[config.mk]
export PLATFORM = sky130hd
export DESIGN_NAME = fetch_queue
export DESIGN_NICKNAME = d
export VERILOG_FILES = /design/src/rtl/fetch_queue.sv
export SDC_FILE = /design/constraint.sdc
export NUM_CORES = 1
export LEC_CHECK = 0
export ABC_AREA = 1
export CAP_MARGIN = 20
export CELL_PAD_IN_SITES_DETAIL_PLACEMENT = 1
export CELL_PAD_IN_SITES_GLOBAL_PLACEMENT = 1
export CORE_MARGIN = 2
export CORE_UTILIZATION = 38
export CTS_CLUSTER_SIZE = 8
export DETAILED_ROUTE_END_ITERATION = 12
export GPL_TIMING_DRIVEN = 0
export PLACE_DENSITY = 0.9
export SLEW_MARGIN = 20
export SYNTH_ARGS = -nofsm -noshare
export SYNTH_HDL_FRONTEND = slang
export SYNTH_SLANG_ARGS = --single-unit
[constraint.sdc]
create_clock -name clk -period 7.8 [get_ports clk]
set_clock_uncertainty 0.15 [all_clocks]
set_input_delay 1.56 -clock clk [delete_from_list [all_inputs] [get_ports clk]]
set_output_delay 1.56 -clock clk [all_outputs]
set_load 0.005 [all_outputs]
[src/rtl/fetch_queue.sv]
// fetch_queue: IF/ID instruction buffer.
// DEPTH-entry FIFO of {instr, pc, pc+4} with valid/ready on both sides.
module fetch_queue #(
    parameter int DEPTH      = 2,
    parameter int DATA_WIDTH = 32
) (
    input  logic                         clk,
    input  logic                         rst,
    input  logic [DATA_WIDTH-1:0]        InstrF,
    input  logic [DATA_WIDTH-1:0]        PCF,
    input  logic [DATA_WIDTH-1:0]        inc_PCF,
    input  logic                         ValidF,
    output logic                         ReadyF,
    output logic [DATA_WIDTH-1:0]        InstrD,
    output logic [DATA_WIDTH-1:0]        PCD,
    output logic [DATA_WIDTH-1:0]        inc_PCD,
    output logic                         ValidD,
    input  logic                         ReadyD,
    input  logic                         FlushD,
    output logic [$clog2(DEPTH+1)-1:0]   Count
);

    localparam int PTR_W = (DEPTH > 1) ? $clog2(DEPTH) : 1;
    localparam int CNT_W = $clog2(DEPTH + 1);
    localparam logic [CNT_W-1:0] FULL = CNT_W'(DEPTH);
    localparam logic [DATA_WIDTH-1:0] NOP = DATA_WIDTH'(32'h0000_0013);

    logic [DATA_WIDTH-1:0] instr_q [DEPTH];
    logic [DATA_WIDTH-1:0] pc_q    [DEPTH];
    logic [DATA_WIDTH-1:0] inc_q   [DEPTH];

    logic [PTR_W-1:0] rd_ptr;
    logic [PTR_W-1:0] wr_ptr;
    logic [CNT_W-1:0] count_q;

    logic push;
    logic pop;

    // Handshake flags depend only on registered occupancy.
    assign ReadyF = (count_q != FULL);
    assign ValidD = (count_q != '0);

    // Flush dominates both sides of the handshake.
    assign push = ValidF && ReadyF && !FlushD;
    assign pop  = ValidD && ReadyD && !FlushD;

    // Pointer and occupancy bookkeeping; flush clears like a reset.
    always_ff @(posedge clk or posedge rst) begin
        if (rst) begin
            rd_ptr  <= '0;
            wr_ptr  <= '0;
            count_q <= '0;
        end else if (FlushD) begin
            rd_ptr  <= '0;
            wr_ptr  <= '0;
            count_q <= '0;
        end else begin
            if (push) wr_ptr <= wr_ptr + PTR_W'(1);
            if (pop)  rd_ptr <= rd_ptr + PTR_W'(1);
            if (push && !pop)
                count_q <= count_q + CNT_W'(1);
            else if (pop && !push)
                count_q <= count_q - CNT_W'(1);
        end
    end

    // Entry storage is never cleared; only pointers define validity.
    always_ff @(posedge clk) begin
        if (push) begin
            instr_q[wr_ptr] <= InstrF;
            pc_q[wr_ptr]    <= PCF;
            inc_q[wr_ptr]   <= inc_PCF;
        end
    end

    // Head presentation: a NOP bundle whenever the queue is empty.
    always_comb begin
        InstrD  = NOP;
        PCD     = '0;
        inc_PCD = '0;
        if (ValidD) begin
            InstrD  = instr_q[rd_ptr];
            PCD     = pc_q[rd_ptr];
            inc_PCD = inc_q[rd_ptr];
        end
    end

    assign Count = count_q;

endmodule

======== Yosys cells after proc, flatten, opt, wreduce, memory -nomap -nowiden ========
Memory sizes are Yosys's and may differ from the RTL's.
Index checks and enable logic that the tools add are counted.
word-level totals
  register bits after elaboration ......... 4
  memory bits (writable) .................. 192
  input port bits ......................... 101
  output and inout port bits .............. 100
  word-level logic and storage cells ...... 36
  memories ................................ 3
memories
  name     depth  width  read ports  clocked after memory_dff  wr ports  RTL line  text
  inc_q    2      32     1           0                         1         30        logic [DATA_WIDTH-1:0] inc_q [DEPTH];
  instr_q  2      32     1           0                         1         28        logic [DATA_WIDTH-1:0] instr_q [DEPTH];
  pc_q     2      32     1           0                         1         29        logic [DATA_WIDTH-1:0] pc_q [DEPTH];
operators by class
  add/subtract/negate cells ............... 4
  equal/unequal tests ..................... 1
  muxes and demuxes ....................... 12
  reduce and logical (&&, ||, !) cells .... 13
operators with widths
  kind                                                                number
  32-bit 2-to-1 mux                                                   3
  1-bit logical AND                                                   6
  1-bit 2-to-1 mux                                                    6
  2-bit 2-to-1 mux                                                    3
  2-bit nonzero test                                                  3
  1-bit logical NOT                                                   3
  3-bit nonzero test                                                  1
  1-bit adder, second input constant                                  2
  2-bit by 1-bit adder with 2-bit output, second input constant       1
  2-bit inequality test, second input constant                        1
  2-bit by 1-bit subtractor with 2-bit output, second input constant  1

======== Depth between registers and ports, before layout ========
Gate-level depths: netlist of the first run.
  depth in word-level cells ............... 8
  depth in mapped cells ................... 7

======== Worst setup path before layout of the first run ========
OpenSTA, ideal clock, no wires.
  kind .................................... input -> register
  from .................................... in ValidF
  to ...................................... mem inc_q[0][0] (enable)
  arrival time ............................ 5.835 ns
  required time ........................... 7.099 ns
  path slack .............................. 1.264 ns
  cell stages on the path ................. 4
  cell sequence ........................... inv_1 -> a21oi_1 -> nand2_1 -> nor2_1
between the ends
  cells in the longest elaborated chain, start to end .. 4
ends and longest elaborated chain
  item                                    RTL line  text
  from (decl)                             12        input logic ValidF,
  1-bit logical AND (2 in series)         44        assign push = ValidF && ReadyF && !FlushD;
  1-bit 2-to-1 mux                        69        if (push) begin
  1-bit 2-to-1 mux (not written as such)  72        inc_q[wr_ptr] <= inc_PCF;
  to (decl)                               30
Every way passes these cells.

======== Worst setup path after layout of the first run ========
  from .................................... reg rd_ptr
  to ...................................... out InstrD[13]
between the ends
  cells in the longest elaborated chain, start to end .. 2
ends and longest elaborated chain
  item                    RTL line  text
  from (decl)             32        logic [PTR_W-1:0] rd_ptr;
  from (signal assigned)  59        if (pop) rd_ptr <= rd_ptr + PTR_W'(1);
  memory 2 x 32 bit       --
  32-bit 2-to-1 mux       81        if (ValidD) begin
  to (decl)               14        output logic [DATA_WIDTH-1:0] InstrD,
Every way passes these cells.

==> results of run 1 <==
power by group:
part           internal [mW]  switching [mW]
clock network          0.446           0.390
registers               1.20          0.0136
logic                  0.222           0.210
total                   1.87           0.614
critical path, delay by kind of cell (launching register included):
family	cells	cell delay (ns)
AO/OA/AOI/OAI	1	0.18
AND/OR/NAND/NOR	1	0.07
buffers and inverters	5	1.23
flip-flops	1	0.36
synthesized netlist by cell type:
cell type  count  area share
clkbuf_1       3      0.0015
nor2_1         4      0.0020
inv_1          5      0.0025
edfxtp_1     192        0.78
nand3_1        5      0.0034
o21ai_1        1     0.00068
nand2_1      203        0.10
o21ai_0        1     0.00068
buf_6          3      0.0046
clkinv_2       1     0.00068
a21oi_1       95       0.064
nand2_2        1     0.00085
nor2_2         1     0.00085
buf_2         22       0.015
dfrtp_1        4       0.014
buf_4          3      0.0030
inv_2          2      0.0010
nand4_1        4      0.0034
routing by layer:
metal / vias to the layer above / part of all wire / wire (um)
met4: 0 / 0.0092 / 183
met1: 2533 / 0.39 / 7731
met2: 156 / 0.52 / 10430
li1: 2394 / - / -
met3: 14 / 0.079 / 1574
met5: - / 0 / 0
kinds of logic after synthesis:
family | Yosys count | synth area share
AND/OR/NAND/NOR | 218 | 0.1135
AO/OA/AOI/OAI | 97 | 0.06561
buffers and inverters | 39 | 0.02824
flip-flops | 196 | 0.7927
through the flow:
stage	worst slack (ns)	instance area, um2	power (mW)	cells	hold WS (ns)
3_3_place_gp	-1.830	9733	1.659	1015	0.3344
4_1_cts	3.778	10490	2.517	1054	0.4255
2_1_floorplan	1.264	7400	1.401	550	0.3179
3_5_place_dp	3.629	9938	1.680	1023	0.4131
5_1_grt	3.700	10490	2.590	1054	0.4700
6_report	3.835	10500	2.485	1055	0.4227
how the worst max path moves through the flow:
stage / depth (start not counted) / to / slack [ns]
6_report: 7 / InstrD[13] / 3.83
5_1_grt: 7 / InstrD[22] / 3.70
4_1_cts: 7 / InstrD[8] / 3.78
3_5_place_dp: 8 / pc_q[0][29]$_DFFE_PP_ / 3.63
3_3_place_gp: 5 / instr_q[1][10]$_DFFE_PP_ / -1.83
2_1_floorplan: 4 / inc_q[0][0]$_DFFE_PP_ / 1.26
final cells by class:
cell class	instances	area share
clock buffers	18	0.04089
well taps	265	0.03159
plain buffers	31	0.01693
repair buffers	208	0.2088
clock inverters	13	0.01204
flip-flops and latches	196	0.5588
multi-input cells	315	0.1277
diodes	1	0.0002384
inverters	8	0.002980
state kept, by name, summed over array words and instances, names as in the netlist:
signal   cells
Count        2
inc_q       64
instr_q     64
pc_q        64
rd_ptr       1
wr_ptr       1
layout by cell type, fill, tap and decap left out:
| cell type | instances |
|---|---|
| nand2_1 | 203 |
| clkdlybuf4s50_1 | 200 |
| edfxtp_1 | 192 |
| a21oi_1 | 95 |
| buf_2 | 22 |
| clkbuf_16 | 17 |
| inv_1 | 5 |
| nand3_1 | 5 |
| dfrtp_1 | 4 |
| nand4_1 | 4 |
| clkbuf_1 | 4 |
| inv_6 | 4 |
| buf_16 | 4 |
| buf_12 | 4 |
| buf_4 | 3 |
| buf_6 | 3 |
| clkinvlp_4 | 3 |
| inv_2 | 2 |
| nor2_1 | 2 |
| nor2_4 | 2 |
| clkinv_1 | 2 |
| inv_8 | 2 |
| diode_2 | 1 |
| o21ai_1 | 1 |
| clkinv_2 | 1 |
| nand2_2 | 1 |
| o21ai_0 | 1 |
| nor2_2 | 1 |
| clkinv_4 | 1 |
| bufinv_16 | 1 |
==> results.md, run 1 <==
- DRC Markers: 0
- Final worst-path cycle share: 0.5084
- Die width: 143.5 um
- Type of the worst setup path: register to output pin
- Row cnt: 51
- Fin util: 0.5447
- Met1 global-route usage: 0.2227
- Largest net degree at the start of global routing: 26
- DR vias/cell: between 4 and 5
- Mean Syn Cell Area: 13.45 um2
- Critical-path cell list: buf_4, clkinv_2, buf_6, buf_4, nand2_1, a21oi_1, clkdlybuf4s50_1
- Crit Path Max Fanout: 10
- Routability congestion estimate: 0.7530
- RSZ-0062 raised after global routing: false
- Type of origin of the critical path: register
- Core area: 19270 um2
- Hold Path Sink: wr_ptr$_DFFE_PP0P_
- Static Leakage: 3.675 nW
- Max Root-Sink Buffers: 2
- R2r setup slk: 5.23 ns
- Synthesized area: 7400 um2
- Synth unique cells: 18
- CP max-delay cell: clkdlybuf4s50_1
- Share of layout cells above drive strength 1: 0.08999
- Vias in the first global route: 5801
- Reg2Reg Depth: 7
- Slew at the pin closest to its max-slew limit: 0.5707 ns
- I/O Pins: 201
- Worst skew pair latency: between 0.4 and 0.5 ns
- Setup repair bufs after CTS: 0
- Clk sinks: 196
- CTS resizes: 0
- Worst-path clk slew: 0.07 ns
- Synth-to-layout area growth: 41.85%
- Chip Height: 143.5 um
- Synthesis warning total: 0
- CP Data Required Time: between 6 and 7 ns
- 1st-iter DRT viols: 214
- Pre-antenna DRT Iters: 4
- Setup TNS: 0 ns
- HPWL after detailed placement: 14330 um
- H-tree Lvls: 4
- Most used routing layer: met2
- Hold Startpoint: wr_ptr$_DFFE_PP0P_
- Routed Antenna Nets: 0
- Multi-input gate area: 1340 um2
- Register area share after synthesis: 0.7927
- Post-synthesis cell count: 550
- Fillers: about 2k
- Final min period: 3.965 ns
- Worst Setup End Kind: output pin
- Port Buffers: 200
- Hold-critical path depth: 1
- DIE AREA: slightly above 20000 um2
- Slew Limit Fails: 0
- Critical Path Source: rd_ptr$_DFFE_PP0P_
- WL final: 19920 um
- Maxcap violations: 0
- M3 GR Usage: 0.06498
- Initial antenna violation count: 0
- Initial core utilization: 0.3840
- Met2 global-route usage: 0.3509
- Syn Nets: 651
- Total CTS buffers: 17
- FMAX: around 250 MHz
- Via count: 5097
- Hold_buf cts: 0
- Power Density: 236.7 nW/um2
- Final Hold Fails: 0
- Avg WL per Cell: roughly 19 um
- Grt total ovfl: 0
- Hold WC Path Type: register to register
- Sequential Area: 5866 um2
- Final #Nets: 878
- Worst vdd ir: 0.0001402 V
- CTS root buffer: clkbuf_16
- Reg2Reg Capture Point: pc_q[0][26]$_DFFE_PP_
- Crit-path max cell delay: roughly 0.54 ns
- FF+latch count, synth: 196
- Worst path most repeated cell: buf_4
- Status: finished, final reports clean
- Rel. slew slack: 0.6187
- Arr. time, crit path: ~2.3 ns
- Total global-route track usage: 0.1957
- First-pass GRT wire length: 30250 um
- RR Startpoint: Count[0]$_DFFE_PP0P_
- # setup viols final: 0
- CTS tree: built
Power figures use the tool's default switching activity.
==> inputs of run 2 (changes only) <==
Settings changed: CORE_UTILIZATION 38 to 35, PLACE_DENSITY 0.9 to 0.88.
Clock period 7.8 ns to 3.6 ns, I/O delays scaled along.
==> results.md, run 2 (synthesized netlist as in run 1, its figures left out) <==
- Clk sinks: slightly below 200
- WP depth: 7
- Setup WS post-layout: about 0.40 ns
- Initial antenna violation count: 0
- DR vias/cell: 4.780
- I/O Pins: 201
- Max Root-Sink Buffers: 2
- Critical-path cell list: buf_4, clkinv_2, buf_6, buf_4, nand2_1, a21oi_1, clkdlybuf4s50_1
- Vias in the first global route: between 5k and 6k
- Commonest non-fill, non-tap cell in the layout: nand2_1
- RR Startpoint: Count[0]$_DFFE_PP0P_
- CTS root buffer: clkbuf_16
- DRC Markers: 0
- Type of the worst setup path: register to output pin
- Maxcap violations: 0
- Reg2Reg Depth: 6
- Worst-path clk slew: 0.07 ns
- Setup repair bufs after CTS: 0
- Final #Nets: 878
- Fin util: 0.5054
- Pre-CTS setup slack: 0.3859 ns
- Routability congestion estimate: 0.7141
- Total CTS buffers: 17
- Share of layout cells above drive strength 1: 0.09494
- Post-placement cell count: slightly above 1k
- Synth-to-layout area growth: 42.66%
- FMAX: 312.1 MHz
- H-tree Lvls: 4
- CTS resizes: 0
- Static Leakage: between 3 and 4 nW
- Pwr Total: roughly 5.5 mW
- Cell Area, Placed: 9943 um2
- Port Buffers: 200
- Status: finished, final reports clean
- RSZ-0062 raised after global routing: false
- HPWL after detailed placement: 14270 um
- CP Data Required Time: ~2.7 ns
- Rel. slew slack: 0.5513
- Most frequent cells in the layout: nand2_1, clkdlybuf4s50_1, edfxtp_1, a21oi_1, buf_2
- Worst path most repeated cell: buf_4
- Crit-path max cell delay: 0.57 ns
- Crit Path Max Fanout: 10
- Final Instance Area: between 10000 and 15000 um2
- Chip Height: 149.4 um
- Buf/Inv on CP: 5
- Via count: 5095
- Final min period: 3.204 ns
- CTS tree: built
- Hold_buf cts: 0
- Initial core utilization: 0.3542
- Final Hold Fails: 0
- R2r setup slk: 1.11 ns
- 1st-iter DRT viols: 222
- Critical Path End: InstrD[17]
- DIE AREA: 22320 um2
- Top Registers: inc_q (64), instr_q (64), pc_q (64)
- Row cnt: 53
- Slew Limit Fails: 0
- Routed Antenna Nets: 0
- Pre-antenna DRT Iters: 4
- Worst skew pair latency: 0.42 ns
- Type of origin of the critical path: register
- CP max-delay cell: clkdlybuf4s50_1
- Power Density: 524.6 nW/um2
- Layout Cells excl Fill: 1066
- First-pass GRT wire length: 30320 um
- Critical Path Source: rd_ptr$_DFFE_PP0P_
- # setup viols final: 0
- WL final: 20060 um
- Die width: 149.4 um
- Hold WC Path Type: input port to async pin
- Worst vdd ir: between 0.0003 and 0.0004 V
- Total global-route track usage: 0.1820
- Arr. time, crit path: 2.33 ns
- Grt total ovfl: 0
- Avg WL per Cell: 18.82 um
- Final worst-path cycle share: 0.8899
- Reg2Reg Capture Point: pc_q[1][29]$_DFFE_PP_
- Slew at the pin closest to its max-slew limit: approximately 0.67 ns
- Worst Setup End Kind: output pin
- Core area: between 20000 and 25000 um2
- Cell family with most CP delay: buffers and inverters
- Largest net degree at the start of global routing: 27
-- run 2: cell types whose count changed in the layout (fill, tap and decap cells not counted) --
cell / previous run / this run
clkinvlp_4: 3 / 0
clkinv_1: 2 / 0
clkinv_4: 1 / 3
buf_12: 4 / 5
buf_16: 4 / 3
bufinv_16: 1 / 2
clkbuf_1: 4 / 3
clkinv_2: 1 / 2
clkinv_8: 0 / 1
inv_6: 4 / 5
inv_8: 2 / 3
-- run 2: routing by layer --
| layer | GRT usage | up-vias | share of wire |
|---|---|---|---|
| li1 | - | 2404 | - |
| met1 | 0.2116 | 2523 | 0.39 |
| met2 | 0.3213 | 151 | 0.52 |
| met3 | 0.05841 | 17 | 0.073 |
| met4 | 0.05333 | 0 | 0.012 |
| met5 | 0 | - | 0 |
-- run 2: worst min path at each step --
stage                                   from              endpoint  slack (ns)  depth (start not counted)
after global placement    wr_ptr$_DFFE_PP0P_    wr_ptr$_DFFE_PP0P_        0.36                          1
final                                    rst  Count[1]$_DFFE_PP0P_        0.34                          2
after global routing                     rst  Count[1]$_DFFE_PP0P_        0.35                          2
after CTS                                rst  Count[1]$_DFFE_PP0P_        0.31                          2
after detailed placement  wr_ptr$_DFFE_PP0P_    wr_ptr$_DFFE_PP0P_        0.41                          1
after floorplan                          rst  Count[0]$_DFFE_PP0P_        0.34                          1
-- run 2: where the power goes --
part	total, mW	leakage (nW)	switching [mW]	internal [mW]
combinational	0.935	1.59	0.456	0.479
sequential	2.64	1.81	0.0300	2.61
clock	1.97	0.302	0.908	1.06
total	5.54	3.71	1.39	4.14
-- run 2: area by class of cell --
type	instances	area, um2
flip-flops and latches	196	5866
fillers	2130	10330
clock inverters	15	185.2
clock buffers	17	425.4
diodes	1	2.502
inverters	8	31.28
well taps	275	344.1
plain buffers	31	177.7
repair buffers	208	2185
multi-input cells	315	1340
-- run 2: per-stage QoR --
step	setup TNS, ns	hold WS, ns
4_1_cts	0	0.3134
3_5_place_dp	0	0.4093
6_report	0	0.3404
2_1_floorplan	-95.59	0.3361
3_3_place_gp	-491.90	0.3551
5_1_grt	0	0.3476
==> inputs of run 3 (changes only) <==
Settings changed: ABC_CLOCK_PERIOD_IN_PS set to 3600.
==> results of run 3 <==
Final layout, timing and power as in run 2 (identical DEF).
